### config.mk
export PLATFORM = sky130hd
export DESIGN_NAME = adder_tree_sequencer
export DESIGN_NICKNAME = d
export VERILOG_FILES = /design/src/rtl/adder_tree_pkg.sv /design/src/rtl/adder_tree_operand_bank.sv /design/src/rtl/adder_tree_sequencer.sv
export SDC_FILE = /design/constraint.sdc
export NUM_CORES = 1
export LEC_CHECK = 0
export BUFFER_PORTS_ARGS = -buffer_cell sky130_fd_sc_hd__buf_2
export CAP_MARGIN = 25
export CORE_AREA = 2 2 129 131
export CTS_CLUSTER_DIAMETER = 120
export CTS_CLUSTER_SIZE = 30
export DETAILED_ROUTE_END_ITERATION = 16
export DIE_AREA = 0 0 131 133
export PLACE_DENSITY_LB_ADDON = 0.3
export SYNTH_ARGS = -nofsm -noshare
export SYNTH_HDL_FRONTEND = slang
export SYNTH_SLANG_ARGS = --single-unit
### constraint.sdc
create_clock -name clk -period 1.7 [get_ports clk]
set_input_delay 0.17 -clock clk [delete_from_list [all_inputs] [get_ports clk]]
set_output_delay 0.17 -clock clk [all_outputs]
set_load 0.05 [all_outputs]
### src/rtl/adder_tree_pkg.sv
// Shared types and default sizing for the adder tree sequencer slice.
package adder_tree_pkg;

    localparam int DEF_ADDER_WIDTH = 11;
    localparam int DEF_NUM_OPS     = 8;
    localparam int DEF_TREE_LAT    = 2;

    localparam int SUM_W = DEF_ADDER_WIDTH + $clog2(DEF_NUM_OPS);
    localparam int IDX_W = $clog2(DEF_NUM_OPS);
    localparam int CNT_W = IDX_W + 1;
    localparam int LAT_W = $clog2(DEF_TREE_LAT + 1);

    typedef enum logic [1:0] {
        FILL   = 2'd0,
        LAUNCH = 2'd1,
        WAIT   = 2'd2,
        HOLD   = 2'd3
    } state_e;

endpackage

### src/rtl/adder_tree_operand_bank.sv
// Operand slot registers feeding the adder tree; a slot-0 write starts a fresh group
// by zeroing every other slot so short groups sum exactly.
module adder_tree_operand_bank
    import adder_tree_pkg::*;
#(
    parameter int ADDER_WIDTH = DEF_ADDER_WIDTH,
    parameter int NUM_OPS     = DEF_NUM_OPS
) (
    input  logic                             clk,
    input  logic                             rst_n,
    input  logic                             wr_en,
    input  logic [$clog2(NUM_OPS)-1:0]       wr_idx,
    input  logic [ADDER_WIDTH-1:0]           wr_data,
    output logic [NUM_OPS*ADDER_WIDTH-1:0]   op_bus
);

    localparam int IDX_BITS = $clog2(NUM_OPS);

    logic [ADDER_WIDTH-1:0] slot_r [NUM_OPS];

    // Slot storage: write the indexed slot, clear the rest when a group starts.
    always_ff @(posedge clk or negedge rst_n) begin
        if (!rst_n) begin
            for (int i = 0; i < NUM_OPS; i++) begin
                slot_r[i] <= {ADDER_WIDTH{1'b0}};
            end
        end else if (wr_en) begin
            for (int i = 0; i < NUM_OPS; i++) begin
                if (IDX_BITS'(i) == wr_idx) begin
                    slot_r[i] <= wr_data;
                end else if (wr_idx == {IDX_BITS{1'b0}}) begin
                    slot_r[i] <= {ADDER_WIDTH{1'b0}};
                end
            end
        end
    end

    // Pack the slots onto the tree bus, slot 0 in the LSBs.
    always_comb begin
        op_bus = {(NUM_OPS*ADDER_WIDTH){1'b0}};
        for (int i = 0; i < NUM_OPS; i++) begin
            op_bus[i*ADDER_WIDTH +: ADDER_WIDTH] = slot_r[i];
        end
    end

endmodule

### src/rtl/adder_tree_sequencer.sv
// Collects an operand group, launches it to the registered adder tree, waits out the
// tree latency and presents the captured sum on a valid/ready result port.
module adder_tree_sequencer
    import adder_tree_pkg::*;
#(
    parameter int ADDER_WIDTH = DEF_ADDER_WIDTH,
    parameter int NUM_OPS     = DEF_NUM_OPS,
    parameter int TREE_LAT    = DEF_TREE_LAT
) (
    input  logic                                      clk,
    input  logic                                      rst_n,
    input  logic                                      in_valid,
    output logic                                      in_ready,
    input  logic [ADDER_WIDTH-1:0]                    in_data,
    input  logic                                      in_last,
    output logic [NUM_OPS*ADDER_WIDTH-1:0]            op_bus,
    output logic                                      op_valid,
    input  logic [ADDER_WIDTH+$clog2(NUM_OPS)-1:0]    tree_sum,
    output logic                                      res_valid,
    input  logic                                      res_ready,
    output logic [ADDER_WIDTH+$clog2(NUM_OPS)-1:0]    res_data,
    output logic [$clog2(NUM_OPS):0]                  res_count
);

    localparam int SUM_BITS = ADDER_WIDTH + $clog2(NUM_OPS);
    localparam int IDX_BITS = $clog2(NUM_OPS);
    localparam int CNT_BITS = IDX_BITS + 1;
    localparam int LAT_BITS = $clog2(TREE_LAT + 1);

    state_e                state_r;
    state_e                state_nxt_s;
    logic [IDX_BITS-1:0]   idx_r;
    logic [CNT_BITS-1:0]   grp_cnt_r;
    logic [LAT_BITS-1:0]   lat_cnt_r;
    logic                  op_valid_r;
    logic                  res_valid_r;
    logic [SUM_BITS-1:0]   res_data_r;
    logic [CNT_BITS-1:0]   res_count_r;

    logic                  xfer_s;
    logic                  last_xfer_s;
    logic                  lat_done_s;
    logic                  handshake_s;

    assign in_ready    = (state_r == FILL);
    assign xfer_s      = in_valid & in_ready;
    assign last_xfer_s = xfer_s & (in_last | (idx_r == IDX_BITS'(NUM_OPS - 1)));
    assign lat_done_s  = (lat_cnt_r == {LAT_BITS{1'b0}});
    assign handshake_s = res_valid_r & res_ready;

    assign op_valid  = op_valid_r;
    assign res_valid = res_valid_r;
    assign res_data  = res_data_r;
    assign res_count = res_count_r;

    adder_tree_operand_bank #(
        .ADDER_WIDTH (ADDER_WIDTH),
        .NUM_OPS     (NUM_OPS)
    ) u_bank (
        .clk     (clk),
        .rst_n   (rst_n),
        .wr_en   (xfer_s),
        .wr_idx  (idx_r),
        .wr_data (in_data),
        .op_bus  (op_bus)
    );

    // Next-state decode for the fill/launch/wait/hold sequence.
    always_comb begin
        state_nxt_s = state_r;
        case (state_r)
            FILL: begin
                if (last_xfer_s) state_nxt_s = LAUNCH;
                else             state_nxt_s = FILL;
            end
            LAUNCH: state_nxt_s = WAIT;
            WAIT: begin
                if (lat_done_s) state_nxt_s = HOLD;
                else            state_nxt_s = WAIT;
            end
            HOLD: begin
                if (handshake_s) state_nxt_s = FILL;
                else             state_nxt_s = HOLD;
            end
            default: state_nxt_s = FILL;
        endcase
    end

    // State register.
    always_ff @(posedge clk or negedge rst_n) begin
        if (!rst_n) begin
            state_r <= FILL;
        end else begin
            state_r <= state_nxt_s;
        end
    end

    // Slot index and operand count for the group being filled.
    always_ff @(posedge clk or negedge rst_n) begin
        if (!rst_n) begin
            idx_r     <= {IDX_BITS{1'b0}};
            grp_cnt_r <= {CNT_BITS{1'b0}};
        end else begin
            if (xfer_s) begin
                idx_r <= idx_r + IDX_BITS'(1);
            end else if (handshake_s) begin
                idx_r <= {IDX_BITS{1'b0}};
            end
            if (last_xfer_s) begin
                grp_cnt_r <= {1'b0, idx_r} + CNT_BITS'(1);
            end
        end
    end

    // Launch strobe and tree latency countdown; count reaches zero in the cycle tree_sum is valid.
    always_ff @(posedge clk or negedge rst_n) begin
        if (!rst_n) begin
            op_valid_r <= 1'b0;
            lat_cnt_r  <= {LAT_BITS{1'b0}};
        end else begin
            op_valid_r <= (state_nxt_s == LAUNCH);
            if (state_r == LAUNCH) begin
                lat_cnt_r <= LAT_BITS'(TREE_LAT - 1);
            end else if ((state_r == WAIT) && !lat_done_s) begin
                lat_cnt_r <= lat_cnt_r - LAT_BITS'(1);
            end
        end
    end

    // Result capture and valid/ready holding.
    always_ff @(posedge clk or negedge rst_n) begin
        if (!rst_n) begin
            res_valid_r <= 1'b0;
            res_data_r  <= {SUM_BITS{1'b0}};
            res_count_r <= {CNT_BITS{1'b0}};
        end else if ((state_r == WAIT) && lat_done_s) begin
            res_valid_r <= 1'b1;
            res_data_r  <= tree_sum;
            res_count_r <= grp_cnt_r;
        end else if (handshake_s) begin
            res_valid_r <= 1'b0;
        end
    end

endmodule

**Yosys cells after proc, flatten, opt, wreduce, memory -nomap -nowiden**

Index checks and enable logic that the tools add are counted.

- $add $sub $neg: 3
- Equal/unequal tests: 12
- Mux-type cells: 18
- Bitwise gates (word level): 4
- Reductions and logical operators: 24

Operators with widths:

| operator | number |
|---|---|
| 11-bit two-way mux | 8 |
| 2-bit nonzero test | 10 |
| 2-bit AND reduction | 8 |
| 3-bit equality test, first input constant | 4 |
| 2-bit case mux with 4 select lines | 1 |
| 2-bit by 3-bit equality test with 1-bit output, first input constant | 2 |
| 2-bit two-way mux | 3 |
| 3-bit two-way mux | 2 |
| 3-bit by 1-bit adder with 4-bit output, second input constant | 1 |
| 2-bit by 1-bit equality test with 1-bit output, second input constant | 2 |
| 2-bit equality test, second input constant | 2 |
| 2-bit zero test | 2 |
| 1-bit two-way mux | 4 |
| 3-bit by 1-bit adder with 3-bit output, second input constant | 1 |
| 1-bit bitwise AND | 3 |
| 1-bit by 3-bit equality test with 1-bit output, first input constant | 1 |
| 3-bit equality test, second input constant | 1 |
| 3-bit zero test | 1 |
| 1-bit logical AND | 2 |
| 2-bit by 1-bit subtractor with 2-bit output, second input constant | 1 |
| 1-bit zero test | 1 |
| 1-bit bitwise OR | 1 |

- Output and inout bits: 109
- Logic and storage cells: 77
- Bits of input ports: 30
- Bits in registers: 119

**Depth between registers and ports, before layout**

- Depth after elaboration: 6
- Gate-level depth with buffers: 6

**Modules after synthesis**

From an unflattened synthesis, not the netlist that was laid out.

- Cells, all modules: 457
- Area total of the unflattened synthesis: 5,092.4 um^2

Modules (own cells, without submodules):

| module | cells an instance | instances | area each (um^2) |
|---|---|---|---|
| adder_tree_operand_bank | 363 | 1 | 3,799.9 |
| adder_tree_sequencer | 94 | 1 | 1,292.5 |

**Worst setup path after synthesis**

OpenSTA, ideal clock, no wires.

- Path type: reg-to-reg
- From: register idx_r[1]
- To: register u_bank.slot_r, in the netlist u_bank.op_bus[0]
- Data arrival time: 1.713 ns
- Cell stages (with the launch flop): 7
- Setup slack: -0.138 ns
- Library setup time: 0.125 ns
- Clock period less this slack: 1.838 ns
- Cells stage by stage: dfrtp_1 > inv_1 > ha_1 > nor2b_1 > nand2_4 > buf_6 > mux2_4

- Longest elaborated chain between the ends: 2

RTL lines:

| element | RTL line | text |
|---|---|---|
| from (decl) | adder_tree_sequencer.sv:32 | `logic [IDX_BITS-1:0] idx_r;` |
| from (signal assigned) | adder_tree_sequencer.sv:101 | `idx_r <= {IDX_BITS{1'b0}};` |
| from (signal assigned) | adder_tree_sequencer.sv:105 | `idx_r <= idx_r + IDX_BITS'(1);` |
| from (signal assigned) | adder_tree_sequencer.sv:107 | `idx_r <= {IDX_BITS{1'b0}};` |
| 3-bit zero test | adder_tree_operand_bank.sv:29, adder_tree_operand_bank.sv:31 |  |
| 2-bit AND reduction (no source line) | n/a |  |
| to (signal, indexed assignment) | adder_tree_operand_bank.sv:25 | `slot_r[i] <= {ADDER_WIDTH{1'b0}};` |
| to (signal, indexed assignment) | adder_tree_operand_bank.sv:30 | `slot_r[i] <= wr_data;` |
| to (signal, indexed assignment) | adder_tree_operand_bank.sv:32 | `slot_r[i] <= {ADDER_WIDTH{1'b0}};` |
| to (decl) | adder_tree_operand_bank.sv:19 | `logic [ADDER_WIDTH-1:0] slot_r [NUM_OPS];` |

Every way passes these cells.
A chain may end at the register's enable or synchronous reset.

**Final worst setup path**

- From: register idx_r[0]
- To: register u_bank.slot_r, in the netlist u_bank.op_bus[4]

Same word-level chain as after synthesis.

==> results.sh <==
export IMPL_ys_seq_elements=119
export IMPL_fin_ws_ns=0.0466
export IMPL_power_share_combinational=0.355
export IMPL_synthFlopType="dfrtp_1"
export IMPL_fin_crit_sh=0.973
export IMPL_routed_wl_mm=13.0
export IMPL_place_congestion=0.739
export IMPL_drt_pass1_iter_count=4
export IMPL_synthTopCellsByArea="dfrtp_1 61%, a22o_1 7.8%, mux2_2 4.4%"
export IMPL_final_util=0.412
export IMPL_drv_slew=0
export IMPL_p_leak_nw=3.38
export IMPL_placed_cells=733
export IMPL_synthArstFlopShare=1.00
export IMPL_rsz0062_at_grt="true"
export IMPL_regArea_sq_mm=0.00298
export IMPL_grt_overflow_total=0
export IMPL_layout_drive_gt1_share=0.406
export IMPL_num_vias=3561
export IMPL_finalNetCount=585
export IMPL_antenna_found_initial=0
export IMPL_yosys_area_top_type="dfrtp_1"
export IMPL_swShare=0.390
export IMPL_ir_drop_mv=1.02
export IMPL_synth_fp_nets=428
export IMPL_synth_seq_area_share=0.606
export IMPL_cts_htree_levels=4
export IMPL_diodes=0
export IMPL_finalHoldViolCount=0
export IMPL_min_period_ns=1.65
export IMPL_core_area_sq_mm=0.0162
export IMPL_maxClockFrequency_mhz=605
export IMPL_cts_tree="built"
export IMPL_cts_buffer_depth=2
export IMPL_clk_latency_ns=0.41
export IMPL_clock_sinks=119
export IMPL_initial_core_util=0.304
export IMPL_crit_required_ns=1.99
export IMPL_synth_commonest_cells="119 x dfrtp_1, 49 x nand2_1, 44 x a22o_1"
export IMPL_grt_pass1_wl_mm=20.5
export IMPL_dpl_worst_slack_ns=0.0536
export IMPL_syn_area_sq_mm=0.00492
export IMPL_viasPerCell=4.56
export IMPL_setup_tns_ns=0
export IMPL_die_y_um=133
export IMPL_worstPathMaxFanout=11
export IMPL_crit_arrival_ns=1.94
export IMPL_drc=0
export IMPL_rows=47
export IMPL_first_global_vias=3661
export IMPL_drtAntennaViolNets=0
export IMPL_syn_instance_count=391
export IMPL_yosysWarningCount=0
export IMPL_synth_top_area_frac=0.606
export IMPL_crit_type="reg -> reg"
export IMPL_ys_types=34
export IMPL_min_path_type="in -> reg"
export IMPL_cap_violations=0
export IMPL_cp_start_kind="flop"
export IMPL_wire_per_inst_um=16.7
export IMPL_status="finished, final reports clean"
export IMPL_setup_viol=0
export IMPL_synth_edf_count=0
export IMPL_power_density_mw_per_mm2=1700
export IMPL_drtIter0Drc=196
export IMPL_multi_input_comb_area_sq_mm=0.00168
export IMPL_p_int_mw=6.92
export IMPL_fillers=1534
export IMPL_grt_max_degree=59
export IMPL_cts_buffers=17
export IMPL_synth_avg_cell_area_sq_um=12.6
export IMPL_clock_root_buffer="clkbuf_16"
export IMPL_area_growth_pct=35.6
export IMPL_pin_count=139
export IMPL_power_switching_mw=4.42
export IMPL_final_cells=781
export IMPL_p_clk_frac=0.312
export IMPL_grt_use_total=0.157
export IMPL_cts_setup_buffers=0
export IMPL_power_frac_seq=0.333
export IMPL_die_area_sq_mm=0.0174
export IMPL_critPathCaptureType="flop"
export IMPL_hold_ws_ns=0.118
export IMPL_worst_slew_pin_slew_ns=0.456
export IMPL_yosysMostFrequentCell="dfrtp_1"
export IMPL_path_clk_slew_ns=0.05
export IMPL_relSlewSlack=0.696
export IMPL_port_buffer_count=138
export IMPL_die_w_um=131
export IMPL_hpwl_mm=9.09
export IMPL_fin_skew_ns=0.00657
-- state kept, by name (all words and copies together), names as in the netlist, 2 cells and up --
register	count
res_data	14
u_bank.op_bus	88
lat_cnt_r	2
idx_r	3
res_count	4
grp_cnt_r	4
state_r	2
-- metrics by stage --
stage | cell area, sq um | total power [mW]
floorplan | 4920 | 6.78
global placement | 5890 | 7.74
detailed placement | 5890 | 7.82
CTS | 6640 | 11.4
global route | 6670 | 11.9
finish | 6670 | 11.3
-- cells by family (layout without fill, tap and decap cells) --
kind of cell,after synthesis,in the layout,synth area share
AO/OA/AOI/OAI,93,93,0.141
adder cells (fa/ha/maj),7,7,0.0178
buffers and inverters,56,226,0.0583
flip-flops,119,119,0.606
multiplexers,43,43,0.103
AND/OR/NAND/NOR,73,73,0.0743
-- worst max-delay path, stage by stage, from the launching register on --
cell and delay, ns:
dfrtp_1 0.41, inv_1 0.12, ha_2 0.20, nor2b_4 0.27, nand2_4 0.19, mux2_4 0.34
-- cell type report --
class                   count  share of cell area
clock inverters             7              0.0139
inverters                  20              0.0113
well taps                 220              0.0413
repair buffers            174               0.160
flip-flops and latches    119               0.447
clock buffers              25              0.0743
multi-input cells         216               0.252
-- what timing repair did --
action                                  in CTS  in global routing
hold buffers                                16                  0
hold endpoints to repair                    44                  0
endpoints found under the setup margin       0                 23
gates resized for setup                      0                  7
-- power by group through the flow --
stage / clock network (mW) / registers, mW / logic [mW]
after global placement: 0 / 3.79 / 3.95
final: 3.54 / 3.77 / 4.02
after floorplan: 0 / 5.55 / 1.23
after global routing: 3.78 / 3.86 / 4.29
after detailed placement: 0 / 3.82 / 4.00
after CTS: 3.62 / 3.78 / 4.04
-- per-layer routing --
metal / global-route usage / up-vias / wire length, um / part of all wire
met5: 0 / - / 0 / 0
met4: 0.0473 / 0 / 135 / 0.010
met3: 0.0481 / 11 / 735 / 0.056
met2: 0.238 / 127 / 6190 / 0.47
met1: 0.214 / 1750 / 5970 / 0.46
li1: - / 1673 / - / -
-- layout by cell type, fill, tap and decap left out, drive strengths merged, types with 14 or more instances in the layout --
cell type,netlist,layout
a22o,44,44
o21ai,31,31
dfrtp,119,119
buf,29,158
clkbuf,7,25
mux2i,14,14
dlygate4sd3,0,16
inv,20,20
mux2,29,29
nand2,50,50
-- worst paths after layout --
| check | startpoint | end | slack, ns | depth (start not counted) |
|---|---|---|---|---|
| worst max-delay path | idx_r[0]$_DFFE_PN0P_ | u_bank.op_bus[4]$_DFFE_PN0P_ | 0.05 | 5 |
| worst min register to register | u_bank.op_bus[46]$_DFFE_PN0P_ | u_bank.op_bus[46]$_DFFE_PN0P_ | 0.48 | 2 |
| worst min-delay path | in_last | state_r[0]$_DFF_PN0_ | 0.12 | 3 |
| max in group asynchronous | rst_n | u_bank.op_bus[44]$_DFFE_PN0P_ | 0.78 | 3 |
| worst max register to register | idx_r[0]$_DFFE_PN0P_ | u_bank.op_bus[4]$_DFFE_PN0P_ | 0.05 | 5 |
| min in group asynchronous | rst_n | u_bank.op_bus[26]$_DFFE_PN0P_ | 0.25 | 2 |
Power figures use the tool's default switching activity.
